**src/rtl/axi_burst_link_if.sv**
```systemverilog
// Port bundle of the burst link: command inputs from the bench plus the exported channel wires
// and master results. The DUT uses the slave modport; the bench drives through the master side.
interface axi_burst_link_if;
    logic         en;
    logic         en_;
    logic [15:0]  tb_R;
    logic [15:0]  tb_W;
    logic [127:0] INDATA;

    logic         ARVALID, ARREADY;
    logic         RVALID,  RREADY;
    logic         AWVALID, AWREADY;
    logic         WVALID,  WREADY;
    logic         BVALID,  BREADY;

    logic [15:0]  MOUT;
    logic [8:0]   SOUT;
    logic         RLAST;
    logic [11:0]  AWOUT;
    logic [7:0]   WDATA;
    logic         WLAST;
    logic [4:0]   BRESP;
    logic [7:0]   RDATA;
    logic         RRESP;
    logic [4:0]   BOUT;

    modport master (
        output en, en_, tb_R, tb_W, INDATA,
        input  ARVALID, ARREADY, RVALID, RREADY, AWVALID, AWREADY, WVALID, WREADY,
               BVALID, BREADY, MOUT, SOUT, RLAST, AWOUT, WDATA, WLAST, BRESP,
               RDATA, RRESP, BOUT
    );

    modport slave (
        input  en, en_, tb_R, tb_W, INDATA,
        output ARVALID, ARREADY, RVALID, RREADY, AWVALID, AWREADY, WVALID, WREADY,
               BVALID, BREADY, MOUT, SOUT, RLAST, AWOUT, WDATA, WLAST, BRESP,
               RDATA, RRESP, BOUT
    );
endinterface

```
**src/rtl/axi_burst_link.sv**
```systemverilog
// Burst link demonstrator: a master FSM running 1-15 beat byte bursts against a slave FSM
// backed by a 256x8 memory; every channel handshake and payload is exported for observation.
module axi_burst_link (
    input logic             clk,
    input logic             rst,
    axi_burst_link_if.slave bus
);
    typedef enum logic [2:0] {M_IDLE, M_AR, M_R, M_AW, M_W, M_B} m_state_t;
    typedef enum logic [1:0] {S_IDLE, S_RD, S_WR, S_RESP} s_state_t;

    m_state_t     m_state;
    logic         ar_valid, r_ready, aw_valid, w_valid, w_last, b_ready;
    logic [15:0]  mout;
    logic [11:0]  awout;
    logic [7:0]   w_data;
    logic [7:0]   rdata;
    logic         rresp;
    logic [4:0]   bout;
    logic [3:0]   w_len;
    logic [3:0]   w_idx;
    logic [127:0] w_buf;

    s_state_t     s_state;
    logic         ar_ready, aw_ready, r_valid, r_last, w_ready, b_valid;
    logic [8:0]   sout;
    logic [4:0]   bresp;
    logic [7:0]   s_addr;
    logic [3:0]   s_len;
    logic [3:0]   s_id;
    logic [3:0]   s_idx;
    logic         s_err;

    logic [7:0]   mem [256];

    logic [3:0]   m_next_idx;
    logic [3:0]   s_next_idx;
    logic [7:0]   rd_addr_next;
    logic [8:0]   beat_sum;
    logic         ar_wrap;
    logic         wr_en;

    assign m_next_idx   = w_idx + 4'd1;
    assign s_next_idx   = s_idx + 4'd1;
    assign rd_addr_next = s_addr + {4'd0, s_next_idx};
    // Bit 8 of the unwrapped beat address flags a burst that has run past 0xFF.
    assign beat_sum     = {1'b0, s_addr} + {5'd0, s_idx};
    assign ar_wrap      = ({1'b0, mout[15:8]} + {5'd0, mout[7:4]}) > 9'd256;
    assign wr_en        = (s_state == S_WR) && w_valid && w_ready;

    // NOTE: every state register below uses non-blocking assignment so that both FSMs
    // see each other's pre-edge values, exactly like two separate flops on a real bus.
    always_ff @(posedge clk or negedge rst) begin
        if (!rst) begin
            m_state  <= M_IDLE;
            ar_valid <= 1'b0;
            r_ready  <= 1'b0;
            aw_valid <= 1'b0;
            w_valid  <= 1'b0;
            w_last   <= 1'b0;
            b_ready  <= 1'b0;
            mout     <= '0;
            awout    <= '0;
            w_data   <= '0;
            rdata    <= '0;
            rresp    <= 1'b0;
            bout     <= '0;
            w_len    <= '0;
            w_idx    <= '0;
            w_buf    <= '0;
        end else begin
            case (m_state)
                M_IDLE: begin
                    if (bus.en_ && bus.tb_W[7:4] != 4'd0) begin
                        w_buf    <= bus.INDATA;
                        w_len    <= bus.tb_W[7:4];
                        awout    <= {bus.tb_W[15:8], bus.tb_W[3:0]};
                        aw_valid <= 1'b1;
                        m_state  <= M_AW;
                    end else if (bus.en && bus.tb_R[7:4] != 4'd0) begin
                        mout     <= bus.tb_R;
                        ar_valid <= 1'b1;
                        rresp    <= 1'b0;
                        m_state  <= M_AR;
                    end
                end
                M_AR: begin
                    if (ar_ready) begin
                        ar_valid <= 1'b0;
                        r_ready  <= 1'b1;
                        m_state  <= M_R;
                    end
                end
                M_R: begin
                    if (r_valid) begin
                        rdata <= sout[8:1];
                        rresp <= rresp | sout[0];
                        if (r_last) begin
                            r_ready <= 1'b0;
                            m_state <= M_IDLE;
                        end
                    end
                end
                M_AW: begin
                    if (aw_ready) begin
                        aw_valid <= 1'b0;
                        w_valid  <= 1'b1;
                        w_idx    <= 4'd0;
                        w_data   <= w_buf[7:0];
                        w_last   <= (w_len == 4'd1);
                        m_state  <= M_W;
                    end
                end
                M_W: begin
                    if (w_ready) begin
                        if (w_last) begin
                            w_valid <= 1'b0;
                            w_last  <= 1'b0;
                            b_ready <= 1'b1;
                            m_state <= M_B;
                        end else begin
                            w_idx  <= m_next_idx;
                            w_data <= w_buf[{m_next_idx, 3'b000} +: 8];
                            w_last <= (m_next_idx == w_len - 4'd1);
                        end
                    end
                end
                M_B: begin
                    if (b_valid) begin
                        b_ready <= 1'b0;
                        bout    <= bresp;
                        m_state <= M_IDLE;
                    end
                end
                default: m_state <= M_IDLE;
            endcase
        end
    end

    always_ff @(posedge clk or negedge rst) begin
        if (!rst) begin
            s_state  <= S_IDLE;
            ar_ready <= 1'b0;
            aw_ready <= 1'b0;
            r_valid  <= 1'b0;
            r_last   <= 1'b0;
            w_ready  <= 1'b0;
            b_valid  <= 1'b0;
            sout     <= '0;
            bresp    <= '0;
            s_addr   <= '0;
            s_len    <= '0;
            s_id     <= '0;
            s_idx    <= '0;
            s_err    <= 1'b0;
        end else begin
            case (s_state)
                S_IDLE: begin
                    ar_ready <= 1'b1;
                    aw_ready <= 1'b1;
                    if (aw_valid && aw_ready) begin
                        s_addr   <= awout[11:4];
                        s_id     <= awout[3:0];
                        s_idx    <= 4'd0;
                        s_err    <= 1'b0;
                        ar_ready <= 1'b0;
                        aw_ready <= 1'b0;
                        w_ready  <= 1'b1;
                        s_state  <= S_WR;
                    end else if (ar_valid && ar_ready) begin
                        s_addr   <= mout[15:8];
                        s_len    <= mout[7:4];
                        s_id     <= mout[3:0];
                        s_idx    <= 4'd0;
                        s_err    <= ar_wrap;
                        ar_ready <= 1'b0;
                        aw_ready <= 1'b0;
                        r_valid  <= 1'b1;
                        sout     <= {mem[mout[15:8]], ar_wrap};
                        r_last   <= (mout[7:4] == 4'd1);
                        s_state  <= S_RD;
                    end
                end
                S_RD: begin
                    if (r_ready) begin
                        if (r_last) begin
                            r_valid  <= 1'b0;
                            r_last   <= 1'b0;
                            ar_ready <= 1'b1;
                            aw_ready <= 1'b1;
                            s_state  <= S_IDLE;
                        end else begin
                            s_idx  <= s_next_idx;
                            sout   <= {mem[rd_addr_next], s_err};
                            r_last <= (s_next_idx == s_len - 4'd1);
                        end
                    end
                end
                S_WR: begin
                    if (w_valid) begin
                        s_idx <= s_next_idx;
                        if (beat_sum[8])
                            s_err <= 1'b1;
                        if (w_last) begin
                            w_ready <= 1'b0;
                            b_valid <= 1'b1;
                            bresp   <= {s_id, s_err | beat_sum[8]};
                            s_state <= S_RESP;
                        end
                    end
                end
                S_RESP: begin
                    if (b_ready) begin
                        b_valid  <= 1'b0;
                        ar_ready <= 1'b1;
                        aw_ready <= 1'b1;
                        s_state  <= S_IDLE;
                    end
                end
                default: s_state <= S_IDLE;
            endcase
        end
    end

    // NOTE: the memory array deliberately has no reset; its contents must survive a reset
    // pulse, and leaving it out also lets the array map onto plain RAM.
    always_ff @(posedge clk) begin
        if (wr_en)
            mem[beat_sum[7:0]] <= w_data;
    end

    assign bus.ARVALID = ar_valid;
    assign bus.ARREADY = ar_ready;
    assign bus.RVALID  = r_valid;
    assign bus.RREADY  = r_ready;
    assign bus.AWVALID = aw_valid;
    assign bus.AWREADY = aw_ready;
    assign bus.WVALID  = w_valid;
    assign bus.WREADY  = w_ready;
    assign bus.BVALID  = b_valid;
    assign bus.BREADY  = b_ready;
    assign bus.MOUT    = mout;
    assign bus.SOUT    = sout;
    assign bus.RLAST   = r_last;
    assign bus.AWOUT   = awout;
    assign bus.WDATA   = w_data;
    assign bus.WLAST   = w_last;
    assign bus.BRESP   = bresp;
    assign bus.RDATA   = rdata;
    assign bus.RRESP   = rresp;
    assign bus.BOUT    = bout;
endmodule

```
**src/flat_wrapper.sv**
```systemverilog
// flat-port wrapper written by rule: the top's interface ports become plain ports
module axi_burst_link_flat 
  (clk, rst, bus_en, bus_en_, bus_tb_R, bus_tb_W, bus_INDATA, bus_ARVALID, bus_ARREADY, bus_RVALID, bus_RREADY, bus_AWVALID, bus_AWREADY, bus_WVALID, bus_WREADY, bus_BVALID, bus_BREADY, bus_MOUT, bus_SOUT, bus_RLAST, bus_AWOUT, bus_WDATA, bus_WLAST, bus_BRESP, bus_RDATA, bus_RRESP, bus_BOUT);
  axi_burst_link_if bus_i ();
  input logic clk;
  input logic rst;
  input wire logic [$bits(bus_i.en)-1:0] bus_en;
  input wire logic [$bits(bus_i.en_)-1:0] bus_en_;
  input wire logic [$bits(bus_i.tb_R)-1:0] bus_tb_R;
  input wire logic [$bits(bus_i.tb_W)-1:0] bus_tb_W;
  input wire logic [$bits(bus_i.INDATA)-1:0] bus_INDATA;
  output wire logic [$bits(bus_i.ARVALID)-1:0] bus_ARVALID;
  output wire logic [$bits(bus_i.ARREADY)-1:0] bus_ARREADY;
  output wire logic [$bits(bus_i.RVALID)-1:0] bus_RVALID;
  output wire logic [$bits(bus_i.RREADY)-1:0] bus_RREADY;
  output wire logic [$bits(bus_i.AWVALID)-1:0] bus_AWVALID;
  output wire logic [$bits(bus_i.AWREADY)-1:0] bus_AWREADY;
  output wire logic [$bits(bus_i.WVALID)-1:0] bus_WVALID;
  output wire logic [$bits(bus_i.WREADY)-1:0] bus_WREADY;
  output wire logic [$bits(bus_i.BVALID)-1:0] bus_BVALID;
  output wire logic [$bits(bus_i.BREADY)-1:0] bus_BREADY;
  output wire logic [$bits(bus_i.MOUT)-1:0] bus_MOUT;
  output wire logic [$bits(bus_i.SOUT)-1:0] bus_SOUT;
  output wire logic [$bits(bus_i.RLAST)-1:0] bus_RLAST;
  output wire logic [$bits(bus_i.AWOUT)-1:0] bus_AWOUT;
  output wire logic [$bits(bus_i.WDATA)-1:0] bus_WDATA;
  output wire logic [$bits(bus_i.WLAST)-1:0] bus_WLAST;
  output wire logic [$bits(bus_i.BRESP)-1:0] bus_BRESP;
  output wire logic [$bits(bus_i.RDATA)-1:0] bus_RDATA;
  output wire logic [$bits(bus_i.RRESP)-1:0] bus_RRESP;
  output wire logic [$bits(bus_i.BOUT)-1:0] bus_BOUT;
  assign bus_i.en = bus_en;
  assign bus_i.en_ = bus_en_;
  assign bus_i.tb_R = bus_tb_R;
  assign bus_i.tb_W = bus_tb_W;
  assign bus_i.INDATA = bus_INDATA;
  assign bus_ARVALID = bus_i.ARVALID;
  assign bus_ARREADY = bus_i.ARREADY;
  assign bus_RVALID = bus_i.RVALID;
  assign bus_RREADY = bus_i.RREADY;
  assign bus_AWVALID = bus_i.AWVALID;
  assign bus_AWREADY = bus_i.AWREADY;
  assign bus_WVALID = bus_i.WVALID;
  assign bus_WREADY = bus_i.WREADY;
  assign bus_BVALID = bus_i.BVALID;
  assign bus_BREADY = bus_i.BREADY;
  assign bus_MOUT = bus_i.MOUT;
  assign bus_SOUT = bus_i.SOUT;
  assign bus_RLAST = bus_i.RLAST;
  assign bus_AWOUT = bus_i.AWOUT;
  assign bus_WDATA = bus_i.WDATA;
  assign bus_WLAST = bus_i.WLAST;
  assign bus_BRESP = bus_i.BRESP;
  assign bus_RDATA = bus_i.RDATA;
  assign bus_RRESP = bus_i.RRESP;
  assign bus_BOUT = bus_i.BOUT;
  axi_burst_link u_core (.clk(clk), .rst(rst), .bus(bus_i));
endmodule
```
**config.mk**
```make
export PLATFORM = sky130hd
export DESIGN_NAME = axi_burst_link_flat
export DESIGN_NICKNAME = d
export VERILOG_FILES = /design/src/rtl/axi_burst_link_if.sv /design/src/rtl/axi_burst_link.sv /design/src/flat_wrapper.sv
export SDC_FILE = /design/constraint.sdc
export NUM_CORES = 2
export LEC_CHECK = 0
export CELL_PAD_IN_SITES_DETAIL_PLACEMENT = 1
export CELL_PAD_IN_SITES_GLOBAL_PLACEMENT = 1
export CORE_MARGIN = 4
export CORE_UTILIZATION = 25
export DETAILED_ROUTE_END_ITERATION = 6
export MAX_ROUTING_LAYER = met4
export PLACE_DENSITY_LB_ADDON = 0.1
export SYNTH_ARGS = -nofsm -noshare
export SYNTH_HDL_FRONTEND = slang
export SYNTH_SLANG_ARGS = --single-unit
```
**constraint.sdc**
```tcl
create_clock -name clk -period 6 [get_ports clk]
set_clock_uncertainty 0.05 [all_clocks]
set_input_delay 1.2 -clock clk [delete_from_list [all_inputs] [get_ports clk]]
set_output_delay 1.2 -clock clk [all_outputs]
set_load 0.02 [all_outputs]
```
Yosys cells after proc, flatten, opt, wreduce, memory -nomap -nowiden. Memories as Yosys holds them, arrays and structs flattened. Index checks and enable logic that the tools add are counted.

Bits in registers: 237. Bits in writable memories: 2048. Bits of input ports: 164. Output and inout bits: 76. Logic and storage cells: 219. Memories: 1.

Memory list: u_core.mem (depth 256, width 8, rd ports 2, clocked after Yosys merged registers in 0, wr ports 1, line axi_burst_link.sv:33) `logic [7:0] mem [256];`.

Add/sub/neg operators: 7. $lt $le $gt $ge: 1. Equal/unequal tests: 35. Shift-type cells: 1. Mux-type cells: 94. Bitwise operators: 4. Reductions and logical operators: 47.

Operators by type and width (number): $shiftx 128x8->8 (1); $reduce_and 4->1 (11); $mux 1 (40); $mux 4 (10); $mux 8 (5); $mux 9 (4); $ne 2x1->1 const B (17); $mux 3 (9); $pmux 1 s2 (12); $reduce_bool 2->1 (10); $add 8x4->9 (2); $pmux 3 s6 (1); $pmux 9 s2 (1); $pmux 8 s2 (1); $reduce_and 3->1 (5); $reduce_and 5->1 (3); $mux 2 (7); $pmux 4 s3 (1); $gt 9x9->1 const B (1); $add 4x1->4 const B (2); $add 8x4->8 (1); $eq 4x1->1 const B (2); $eq 4x4->1 (2); $ne 2x2->1 const B (4); 20 further kinds (37).

Depth between registers and ports, before layout. An unclocked memory read counts as a cell.

Word-level depth: 6. Depth in mapped cells: 16.

Worst setup path after synthesis. Ideal clock, no wire load.

Path type: register -> output. Start: register u_core.w_data[0] (netlist: u_core.bus.WDATA[0]). End: output port bus_WDATA[0]. Data arrival time: 3.302 ns. Data required time: 4.750 ns. Path slack: 1.448 ns. Stages on the path, launching flop included: 1. Cells stage by stage: dfrtp_1.

RTL lines: from (decl) (line axi_burst_link.sv:15) `logic [7:0] w_data;`; from (signal assigned) (line axi_burst_link.sv:108) `w_data <= w_buf[7:0];`; from (signal assigned) (line axi_burst_link.sv:122) `w_data <= w_buf[{m_next_idx, 3'b000} +: 8];`; to (decl) (line flat_wrapper.sv:26) `output wire logic [$bits(bus_i.WDATA)-1:0] bus_WDATA;`.

No word-level cell between the ends.

Worst setup path after layout.
Start: register u_core.s_idx[0]. End: register u_core.sout[5] (netlist: u_core.bus.SOUT[5]).

Cells in the longest elaborated chain, start to end: 6.

RTL lines: from (decl) (line axi_burst_link.sv:30) `logic [3:0] s_idx;`; from (signal assigned) (line axi_burst_link.sv:192) `s_idx <= s_next_idx;`; from (signal assigned) (line axi_burst_link.sv:200) `s_idx <= s_next_idx;`; $add 4x1->4 (line axi_burst_link.sv:43) `assign s_next_idx = s_idx + 4'd1;`; $add 8x4->8 (line axi_burst_link.sv:44) `assign rd_addr_next = s_addr + {4'd0, s_next_idx};`; $mem_v2 256x8; $mux 9 (line axi_burst_link.sv:185) `if (r_last) begin`; $mux 9 (line axi_burst_link.sv:184) `if (r_ready) begin`; $pmux 9 s2 (line axi_burst_link.sv:156) `case (s_state)`; to (signal assigned) (line axi_burst_link.sv:178) `sout <= {mem[mout[15:8]], ar_wrap};`; to (signal assigned) (line axi_burst_link.sv:193) `sout <= {mem[rd_addr_next], s_err};`; to (decl) (line axi_burst_link.sv:25) `logic [8:0] sout;`.

No other way between the ends. The select of a mux whose other input is x is not followed. A chain may end at the register's enable or synchronous reset.

==> impl.org <==
** Timing
- At the pin with the least slew margin, the transition time is about 1.4 ns.
- Once routing completed, OpenROAD measured the worst setup slack at 0.258 ns.
- The final hold violation count was 0.
- Final number of setup-violating endpoints :: 0
- Crit share post-route :: 95.7%
- Maximum clock rate :: between 0.15 and 0.2 GHz
- Setup repair after global routing left no endpoint under its margin.
- Post-layout minimum cycle time :: ~5.7 ns
- Final-layout setup total negative slack :: 0 ns
- In this run the tightest slew margin relative to its limit is under 10%.
- Number of pins exceeding their max-slew limit in the final report :: 0

** Synth
- Post-synthesis sequential area ratio :: between 60% and 70%
- Register bit count reported by yosys :: between 2000 and 2500
- Post-synth top flop :: edfxtp_1
- Cell with the most instances after synthesis :: edfxtp_1
- The cell area that synthesis handed to floorplanning was 108000 sq um.
- Number of warnings printed during yosys synthesis :: 0
- Post-synthesis cell type with the largest combined area :: edfxtp_1
- Averaged over all synthesized cells, the footprint is 18.0 sq um.
- Share of flip-flops with an asynchronous set or reset :: 10.4%
- Fraction of synthesized cell area taken by the top area cell type :: between 50% and 60%
- Count of different cell masters after synthesis :: 76
- The number of nets in the synthesized netlist is 6152.
- Post-Syn Instances :: a little under 6000
- After synthesis, the most frequently instantiated cells are 2048 x edfxtp_1, 1026 x mux4_2, 396 x nand2_1.
- In this run, synthesis inferred 2048 flip-flops with an integrated enable.
- After synthesis, the cell types taking the most area are edfxtp_1 57%, mux4_2 21%, dfrtp_1 5.5%.

** Global routing
- Entering global routing, the biggest net connects between 100 and 150 pins.
- The first global-routing pass estimated between 600 and 700 mm of wire.
- Number of global-route vias before repair :: between 60000 and 70000
- Antenna violations before repair :: between 40 and 50
- The total overflow left after global routing is 0.
- Total routing resource utilization after global routing :: a little over a fifth

** Worst setup path
- WS Path Type :: reg2reg
- In this run the critical register-to-register path is captured at u_core.bus.SOUT[5]$_DFFE_PN0P_.
- Data on the critical path arrives at its endpoint at 6.53 ns.
- Ordered list of cells on the worst path :: ha_1 > fa_4 > buf_12 > buf_12 > buf_12 > mux4_2 > o21ai_0 > buf_4 > a2111oi_0 > a311oi_1 > o211ai_1 > o211ai_1 > o211ai_1
- The worst setup path is captured at a register.
- Among all stages on the critical path, the largest delay is contributed by a2111oi_0.
- For the worst flop-to-flop path, the logic depth is 13.
- Highest fanout seen on the critical path :: 27
- STA classifies the critical path startpoint as a register.
- Worst path max stage delay :: approximately 1.2 ns
- Slack of the worst reg-to-reg path :: about 0.26 ns
- Required time of the worst setup path :: approximately 6.8 ns
- Worst flop-to-flop path startpoint :: u_core.s_idx[0]$_DFFE_PN0P_

** Placement
- Port Buf Inserts :: between 200 and 250
- The HPWL after detailed placement is approximately 320 mm.
- Before CTS, the worst setup slack after placement is 0.346 ns.
- Last weighted congestion value of the routability-driven placer :: about 0.84

** Layout
- Multi-input combinational cell area :: about 38000 sq um
- At the end of the flow the core is filled with cells to a little under a third.
- Signed area change from the synthesized netlist to the final layout :: 20.6%
- Fill cells in the final layout number around 44000.
- The post-route netlist has ~33% of its cells at a drive strength greater than 1.
- Footprint of the flip-flops and latches :: 67500 sq um
- Final-stage net count :: about 6800

** Die
- Cell Rows :: 240
- The die is about 660 um tall.
- Width of the chip :: ~660 um
- I/O pin count :: between 200 and 250
- Core box area :: between 400000 and 500000 sq um
- The initial utilization of the core area, before any placement, comes to 25.1%.
- The die covers 441000 sq um.

** Clocking
- Once the clock tree was built, the setup fixing pass inserted 0 buffers.
- The clock drives 2285 sinks.
- Buffers inserted during clock tree synthesis total between 200 and 300.
- Clock buffer depth :: 4
- TritonCTS built the clock tree.
- Number of hold buffers added after CTS :: 0
- Root buffer cell :: clkbuf_16
- Post-cts sizing count :: 0
- CTS clock-pin slew for the worst setup and hold paths :: 0.06 ns
- Level count of the clock H-tree :: 5
- At the later pin of the worst-skew pair, clock insertion delay measures 0.96 ns.

** Drt
- DRT iter0 DRCs :: between 6000 and 7000
- Average vias per placed instance :: roughly 5.2
- After detailed routing, the average wire length per cell comes to around 37 um.
- After detailed routing, the number of remaining DRC violations is 0.
- The count of nets left with antenna violations once routing finished came out at 0.
- Total via count after detailed routing :: approximately 66000
- The routed design has between 400 and 500 mm of wire.
- Number of detailed-route iterations in the first pass :: 5

** Run
- Across the run, the number of max-cap violations was 0.

** Pwr
- Power density over the cells :: around 700 nW/um^2
- Static Leak :: about 42 nW
- Total power for the finished layout comes to a little under 90 mW.
- VDD sags by at most ~0.65 mV.

** Min path
- Worst hold-check path type :: in2async

** Run status
- The flow ran to the end, and the final reports show no timing, DRC or antenna violations.
-- per-layer routing --
metal / up-vias / part of all wire [%] / GRT usage (%)
met4: 0 / 2.0 / 4.01
met5: - / 0 / -
met3: 443 / 5.3 / 3.36
met1: 36700 / 45 / 29.5
li1: 26400 / - / -
met2: 2148 / 47 / 34.0
-- cells by family after synthesis --
logic type / after synthesis / share of synthesized area [%]
fa+ha+maj: 24 / 0.300
buf+inv: 483 / 2.25
flops: 2285 / 62.7
compound gates: 584 / 3.90
xor+xnor: 34 / 0.277
simple gates: 1000 / 3.99
mux: 1554 / 26.6
-- worst max-delay path by stage --
stage / startpoint / end / cells past startpoint
finish: u_core.s_idx[0]$_DFFE_PN0P_ / u_core.bus.SOUT[5]$_DFFE_PN0P_ / 13
global route: u_core.s_idx[0]$_DFFE_PN0P_ / u_core.bus.SOUT[7]$_DFFE_PN0P_ / 12
CTS: u_core.s_idx[0]$_DFFE_PN0P_ / u_core.bus.SOUT[7]$_DFFE_PN0P_ / 11
detailed placement: u_core.s_idx[0]$_DFFE_PN0P_ / u_core.bus.SOUT[7]$_DFFE_PN0P_ / 11
global placement: u_core.s_idx[0]$_DFFE_PN0P_ / u_core.bus.SOUT[5]$_DFFE_PN0P_ / 13
floorplan: u_core.bus.WDATA[0]$_DFFE_PN0P_ / bus_WDATA[0] / 0
-- where the power goes --
group          internal, mW  switching (mW)
clock                  10.4            7.42
combinational          18.3            30.8
sequential             20.1            1.38
total                  48.7            39.6
-- layout by cell type, fill, tap and decap left out, types with 17 or more instances in the layout --
cell type and count:
and2_1 17, a221oi_1 23, mux2i_1 335, o221ai_1 110
buf_12 59, clkbuf_1 65, mux4_2 1026, and3_1 21
edfxtp_1 2048, nand2_1 379, nor3_1 29, a31oi_1 21
o21ai_0 76, clkinv_1 64, mux2_2 193, xnor2_1 17
dfrtp_1 221, inv_1 21, clkdlybuf4s50_1 238, nand3_1 135
bufinv_16 27, nor2_1 312, a21oi_1 77, buf_4 528
o22ai_1 71, o211ai_1 24, clkbuf_16 295, ha_1 20
a211oi_1 50, clkinv_2 38, a2111oi_0 17
-- area by class of cell --
class                   count  area share (%)
diodes                     15          0.0289
clock buffers             368            5.96
clock inverters           156            1.30
inverters                  24          0.0752
multi-input cells        3196            29.3
flip-flops and latches   2285            52.0
well taps                5687            5.49
repair buffers            827            5.82
-- critical path: cells and delay by family (launching register included) --
kind	cells	cell delay (ns)
AO/OA/AOI/OAI	6	2.34
buffers and inverters	4	0.98
adder cells (fa/ha/maj)	2	1.41
multiplexers	1	0.35
flip-flops	1	0.46
-- through the flow --
stage | std cells | hold slack (ns) | area [sq um]
after global routing | 12600 | 0.186 | 130000
after detailed placement | 12000 | 0.433 | 120000
after CTS | 12500 | 0.174 | 130000
final | 12600 | 0.171 | 130000
after global placement | 12000 | 0.412 | 120000
after floorplan | 5964 | 0.396 | 108000
-- state kept, by name, indices dropped and copies added, names as in the netlist, 4 cells and up --
register,flops
u_core.w_idx,4
u_core.s_addr,8
u_core.bus.WDATA,8
u_core.bus.RDATA,8
u_core.bus.BOUT,5
u_core.s_idx,4
u_core.bus.AWOUT,12
u_core.bus.SOUT,9
u_core.s_id,4
u_core.mem,2048
u_core.s_len,4
u_core.w_buf,128
u_core.w_len,4
u_core.bus.BRESP,5
u_core.bus.MOUT,16
(Power assumes the default switching activity.)
